[src/rtl/pdm_pkg.sv]
// Shared definitions for the PDM transmit path: default sample width, sample and
// accumulator types, full-scale helper and a saturating adder.
package pdm_pkg;

    localparam int PDM_SAMPLE_W = 16;

    typedef logic signed [PDM_SAMPLE_W-1:0] sample_t;
    typedef logic signed [PDM_SAMPLE_W+3:0] acc_t;

    // Full scale of a w-bit two's complement value, 2^(w-1).
    function automatic longint fs_of(input int w);
        fs_of = longint'(1) << (w - 1);
    endfunction

    function automatic longint sat_add(input longint a, input longint b, input int w);
        longint sum;
        longint hi;
        longint lo;
        sum = a + b;
        hi  = fs_of(w) - 1;
        lo  = -fs_of(w);
        if (sum > hi) begin
            sat_add = hi;
        end else if (sum < lo) begin
            sat_add = lo;
        end else begin
            sat_add = sum;
        end
    endfunction

endpackage

[src/rtl/pdm_modulator_if.sv]
// PCM sample stream into the PDM modulator.
interface pdm_modulator_if
    import pdm_pkg::*;
#(
    parameter int SAMPLE_W = PDM_SAMPLE_W
);
    // A sample transfers on a rising clk edge where sample_valid && sample_ready;
    // the producer holds sample_in stable while sample_valid is high and unaccepted.
    logic signed [SAMPLE_W-1:0] sample_in;
    logic                       sample_valid;
    logic                       sample_ready;

    modport master (output sample_in, output sample_valid, input sample_ready);
    modport slave  (input sample_in, input sample_valid, output sample_ready);
endinterface

[src/rtl/pdm_clk_gen.sv]
// PDM bit clock generator: half-period counter, registered M_CLK, and a strobe
// marking the cycle whose closing edge drives M_CLK from 1 to 0.
module pdm_clk_gen #(
    parameter int CLK_DIV = 25
) (
    input  logic clk,
    input  logic reset,
    output logic m_clk,
    output logic fe
);
    localparam int HC_W = $clog2(CLK_DIV);

    logic [HC_W-1:0] hc;
    logic            wrap;

    assign wrap = (hc == HC_W'(CLK_DIV - 1));
    assign fe   = wrap && m_clk;

    always_ff @(posedge clk) begin
        if (reset) begin
            hc    <= '0;
            m_clk <= 1'b0;
        end else if (wrap) begin
            hc    <= '0;
            m_clk <= !m_clk;
        end else begin
            hc <= hc + HC_W'(1);
        end
    end
endmodule

[src/rtl/pdm_modulator.sv]
// Delta-sigma PCM to 1-bit PDM modulator with a one-deep sample holding register.
// Define PDM_MOD_SECOND_ORDER_EN for a second-order loop; default is first order.
module pdm_modulator
    import pdm_pkg::*;
#(
    parameter int SAMPLE_W = PDM_SAMPLE_W,
    parameter int CLK_DIV  = 25,
    parameter int OSR      = 64
) (
    input  logic                   clk,
    input  logic                   reset,
    pdm_modulator_if.slave         pcm,
    output logic                   M_CLK,
    output logic                   M_DATA,
    output logic                   underflow
);
    localparam int BC_W = $clog2(OSR);

    logic                       fe;
    logic signed [SAMPLE_W-1:0] x;
    logic signed [SAMPLE_W-1:0] nxt;
    logic                       nxt_full;
    logic [BC_W-1:0]            bc;
    logic                       ready;
    logic                       accept;
    logic                       load_slot;
    logic                       bit_next;

    pdm_clk_gen #(.CLK_DIV(CLK_DIV)) u_clk_gen (
        .clk   (clk),
        .reset (reset),
        .m_clk (M_CLK),
        .fe    (fe)
    );

    assign ready            = !nxt_full && !reset;
    assign pcm.sample_ready = ready;
    assign accept           = pcm.sample_valid && ready;
    assign load_slot        = fe && (bc == BC_W'(OSR - 1));

`ifdef PDM_MOD_SECOND_ORDER_EN
    localparam int     ACC_W = SAMPLE_W + 4;
    localparam longint FS_L  = fs_of(SAMPLE_W);

    logic signed [ACC_W-1:0] acc1;
    logic signed [ACC_W-1:0] acc2;
    logic signed [ACC_W-1:0] e1;
    logic signed [ACC_W-1:0] e2;
    longint                  fb;

    always_comb begin
        fb       = M_DATA ? FS_L : -FS_L;
        e1       = ACC_W'(sat_add(sat_add(longint'(acc1), longint'(x), ACC_W), -fb, ACC_W));
        e2       = ACC_W'(sat_add(sat_add(longint'(acc2), longint'(e1), ACC_W), -fb, ACC_W));
        bit_next = !e2[ACC_W-1];
    end
`else
    localparam int ACC_W = SAMPLE_W + 2;
    localparam logic signed [ACC_W-1:0] FS_A = ACC_W'(fs_of(SAMPLE_W));

    // First-order state stays within [-2FS, 2FS), so this width never overflows.
    logic signed [ACC_W-1:0] acc;
    logic signed [ACC_W-1:0] e;
    logic signed [ACC_W-1:0] fb;

    always_comb begin
        fb       = M_DATA ? FS_A : -FS_A;
        e        = acc + {{2{x[SAMPLE_W-1]}}, x} - fb;
        bit_next = !e[ACC_W-1];
    end
`endif

    always_ff @(posedge clk) begin
        if (reset) begin
            x         <= '0;
            nxt       <= '0;
            nxt_full  <= 1'b0;
            bc        <= '0;
            M_DATA    <= 1'b0;
            underflow <= 1'b0;
`ifdef PDM_MOD_SECOND_ORDER_EN
            acc1      <= '0;
            acc2      <= '0;
`else
            acc       <= '0;
`endif
        end else begin
            underflow <= 1'b0;
            // The load-slot bit itself still uses the old x; the new x applies from the next fe.
            if (load_slot) begin
                if (nxt_full) begin
                    x        <= nxt;
                    nxt_full <= 1'b0;
                end else if (accept) begin
                    x <= pcm.sample_in;
                end else begin
                    underflow <= 1'b1;
                end
            end else if (accept) begin
                nxt      <= pcm.sample_in;
                nxt_full <= 1'b1;
            end
            if (fe) begin
                bc     <= bc + BC_W'(1);
                M_DATA <= bit_next;
`ifdef PDM_MOD_SECOND_ORDER_EN
                acc1   <= e1;
                acc2   <= e2;
`else
                acc    <= e;
`endif
            end
        end
    end
endmodule

[src/flat_wrapper.sv]
// flat-port wrapper written by rule: the top's interface ports become plain ports
module pdm_modulator_flat import pdm_pkg::*;
#(
    parameter int SAMPLE_W = PDM_SAMPLE_W,
    parameter int CLK_DIV  = 25,
    parameter int OSR      = 64
)
  (clk, reset, M_CLK, M_DATA, underflow, pcm_sample_in, pcm_sample_valid, pcm_sample_ready);
  pdm_modulator_if #(.SAMPLE_W(SAMPLE_W)) pcm_i ();
  input  logic clk;
  input  logic reset;
  output logic M_CLK;
  output logic M_DATA;
  output logic underflow;
  input wire logic [$bits(pcm_i.sample_in)-1:0] pcm_sample_in;
  input wire logic [$bits(pcm_i.sample_valid)-1:0] pcm_sample_valid;
  output wire logic [$bits(pcm_i.sample_ready)-1:0] pcm_sample_ready;
  assign pcm_i.sample_in = pcm_sample_in;
  assign pcm_i.sample_valid = pcm_sample_valid;
  assign pcm_sample_ready = pcm_i.sample_ready;
  pdm_modulator #(.SAMPLE_W(SAMPLE_W), .CLK_DIV(CLK_DIV), .OSR(OSR)) u_core (.clk(clk), .reset(reset), .pcm(pcm_i), .M_CLK(M_CLK), .M_DATA(M_DATA), .underflow(underflow));
endmodule
[config.mk]
export PLATFORM = sky130hd
export DESIGN_NAME = pdm_modulator_flat
export DESIGN_NICKNAME = d
export VERILOG_FILES = /design/src/rtl/pdm_pkg.sv /design/src/rtl/pdm_modulator_if.sv /design/src/rtl/pdm_clk_gen.sv /design/src/rtl/pdm_modulator.sv /design/src/flat_wrapper.sv
export SDC_FILE = /design/constraint.sdc
export NUM_CORES = 1
export LEC_CHECK = 0
export CAP_MARGIN = 20
export CORE_MARGIN = 4
export CORE_UTILIZATION = 55
export CTS_BUF_LIST = sky130_fd_sc_hd__clkbuf_4 sky130_fd_sc_hd__clkbuf_8
export CTS_CLUSTER_DIAMETER = 30
export DETAILED_ROUTE_END_ITERATION = 10
export PLACE_DENSITY = 0.88
export SYNTH_ARGS = -nofsm -noshare
export SYNTH_HDL_FRONTEND = slang
export SYNTH_SLANG_ARGS = --single-unit
[constraint.sdc]
create_clock -name clk -period 2.5 [get_ports clk]
set_input_delay 0.375 -clock clk [delete_from_list [all_inputs] [get_ports clk]]
set_output_delay 0.375 -clock clk [all_outputs]
set_load 0.02 [all_outputs]
==> flow_summary_export.csv <==
group,metric,value,unit
detailed_routing,route.detailed.drc,0,
timing,tightest_slew,0.588,ns
yosys,yosysSeqAreaShare,34.3,%
cts,clk_pin_slew,0.08,ns
yosys,async_flop_share,0,%
min_path,hp-class,"in2reg",
die,core,0.00653,mm²
yosys,synth-seq-cells,65,
detailed_routing,antenna_left,0,
die,die_y,91.0,µm
timing,fin_skew,0.0108,ns
timing,hold_violations,0,
detailed_routing,vias,3330,
layout,final_common_cell,"inv_1",
global_routing,grt_pass1_wl,14.7,mm
yosys,yosysWarnings,0,
yosys,syn_area_per_cell,8.37,µm²
worst_setup_path,startpoint_type,"register",
cts,cts_tree,"done",
yosys,synth_edf_count,0,
placement,numPortBuffers,22,
detailed_routing,top_layer,"met4",
run,drv_cap,0,
timing,finalSetupViolCount,0,
layout,layout-drive-gt1-share,11.8,%
timing,max-slew-margin-rel,60.8,%
timing,final.min_clock_period,2.45,ns
worst_setup_path,cp_slowest_stage_delay,0.52,ns
power_and_ir_drop,power_density,499,mW/mm²
yosys,synth_top_flop_cell,"dfxtp_1",
timing,hold_slack,0.382,ns
detailed_routing,viasPerCell,5.94,
outcome,status,"finished clean",
worst_setup_path,crit_chain,"inv_1 -> ha_1 -> inv_1 -> ha_4 -> a21o_1 -> a21o_1 -> a21oi_2 -> o21ai_4 -> or4_4 -> a41oi_2",
die,top_level_ports,23,
die,rows,29,
cts,cts_num_sinks,65,
worst_setup_path,end_kind,"register",
worst_setup_path,worstPathMaxFanout,7,
cts,htree_levels,3,
layout,layout.nets,534,
die,die_x,91.0,µm
worst_setup_path,worstPathArrival,2.73,ns
global_routing,grt_max_degree,43,
global_routing,track_usage,21.7,%
placement,gp_congestion,0.934,
cts,cts.path.max_buffers,2,
worst_setup_path,cpMaxStageDelayCell,"or4_4",
cts,clock_latency,0.36,ns
detailed_routing,met3WireLength,574,µm
placement,dp.cells,543,
layout,fin_cells,561,
yosys,syn_inst,453,
global_routing,first_global_vias,3172,
cts,cts_root_buf,"clkbuf_8",
detailed_routing,wl_met2,4.51,mm
timing,max_freq,408,MHz
die,initial_utilization,58.0,%
yosys,synth_area,0.00379,mm²
worst_setup_path,path_delay_family,"compound AO/OA/AOI/OAI gates",
worst_setup_path,critPathRequiredTime,2.78,ns
worst_setup_path,path_buf_inv,2,
cts,cts_hold_buf,0,
worst_setup_path,worstSetupPathType,"reg2reg",
die,die_area,0.00829,mm²
layout,antenna_cells,0,
detailed_routing,avgRoutedWirePerCell,16.2,µm
timing,drv_slew,0,
global_routing,antenna_found_initial,0,
yosys,synth_cell_type_count,50,
layout,area_growth,16.0,%
detailed_routing,routed_wl,9.11,mm
layout,layout_common_cells,"inv_1, dfxtp_1, nor2_1",
global_routing,overflow,0,
yosys,syn_nets,508,
cts,cts_buffers,9,
placement,dp_hpwl,5.84,mm
timing,period_share,97.9,%
power_and_ir_drop,peakVddDrop,0.000481,V
detailed_routing,drt-met1-wl,3.77,mm
power_and_ir_drop,p_leak,1.90,nW
detailed_routing,drt-initial-drc-count,319,
detailed_routing,firstDrtPassIters,6,
layout,post-route-util,67.4,%
[final timing paths]
check	start	to	slack, ns	cells past startpoint
worst min register to register	u_core.acc[14]$_SDFFE_PP0P_	u_core.acc[14]$_SDFFE_PP0P_	0.46	2
worst max-delay path	u_core.acc[8]$_SDFFE_PP0P_	u_core.M_DATA$_SDFFE_PP0P_	0.05	10
worst min-delay path	reset	u_core.acc[4]$_SDFFE_PP0P_	0.38	2
worst max register to register	u_core.acc[8]$_SDFFE_PP0P_	u_core.M_DATA$_SDFFE_PP0P_	0.05	10
[flip-flops by register name, summed over array words and instances (netlist names), 5 cells and up]
| signal | cells |
|---|---|
| u_core.acc | 18 |
| u_core.nxt | 16 |
| u_core.x | 16 |
| u_core.bc | 6 |
| u_core.u_clk_gen.hc | 5 |
[power by group]
part | internal (mW) | switching [mW]
logic | 0.0636 | 0.0663
clock network | 0.561 | 0.445
registers | 1.05 | 0.0102
total | 1.68 | 0.522
[area by class of cell]
cell class,count,area (µm²)
multi-input cells,303,2230
fillers,445,2130
flip-flops and latches,65,1300
repair buffers,33,298
inverters,67,251
clock buffers,9,124
well taps,77,96.3
clock inverters,7,95.1
[what timing repair did]
| item | 4_1_cts | 5_1_grt |
|---|---|---|
| gates resized for setup | 1 | 21 |
| pin swaps | 0 | 4 |
| buffers inserted | 1 | 1 |
| setup endpoints to repair | 2 | 6 |
[routing by layer]
metal	up-vias	track usage, %
li1	1587	-
met1	1574	26.4
met2	139	37.1
met3	30	4.88
met4	0	8.92
met5	-	0
[synthesized netlist by cell type, types with 6 or more instances]
master,n,area share [%]
nor2_1,52,5.1
nand2_1,33,3.3
inv_1,67,6.6
a211oi_1,20,4.0
clkbuf_1,9,0.89
dfxtp_1,65,34
xor2_1,10,2.3
nand4_1,6,0.99
xnor2_1,13,3.0
ha_1,35,12
o21ai_0,20,2.6
nand3_1,11,1.5
mux2i_1,32,8.4
a21oi_1,21,2.8
[cells by family (layout without fill, tap and decap cells)]
group,count (synthesis),in the layout,synth area share (%)
buffers and inverters,85,116,8.78
muxes,32,32,8.45
xor gates and xnor gates,23,23,5.31
adders and majority gates,36,36,12.1
DFF,65,65,34.3
AOI/OAI and AO/OA,87,87,15.4
and+or+nand+nor,125,125,15.6
[per-stage QoR]
step                      setup TNS [ns]  area [µm²]  setup WS [ns]  total power [mW]
final                                  0        4400         0.0518              2.20
after global routing             -0.0804        4400        -0.0376              2.28
after CTS                              0        4320        0.00355              2.20
after detailed placement               0        4090         0.0242              1.21
after global placement                 0        4090          0.140              1.21
after floorplan                        0        3790         0.0658              1.16
Power figures use the tool's default switching activity.
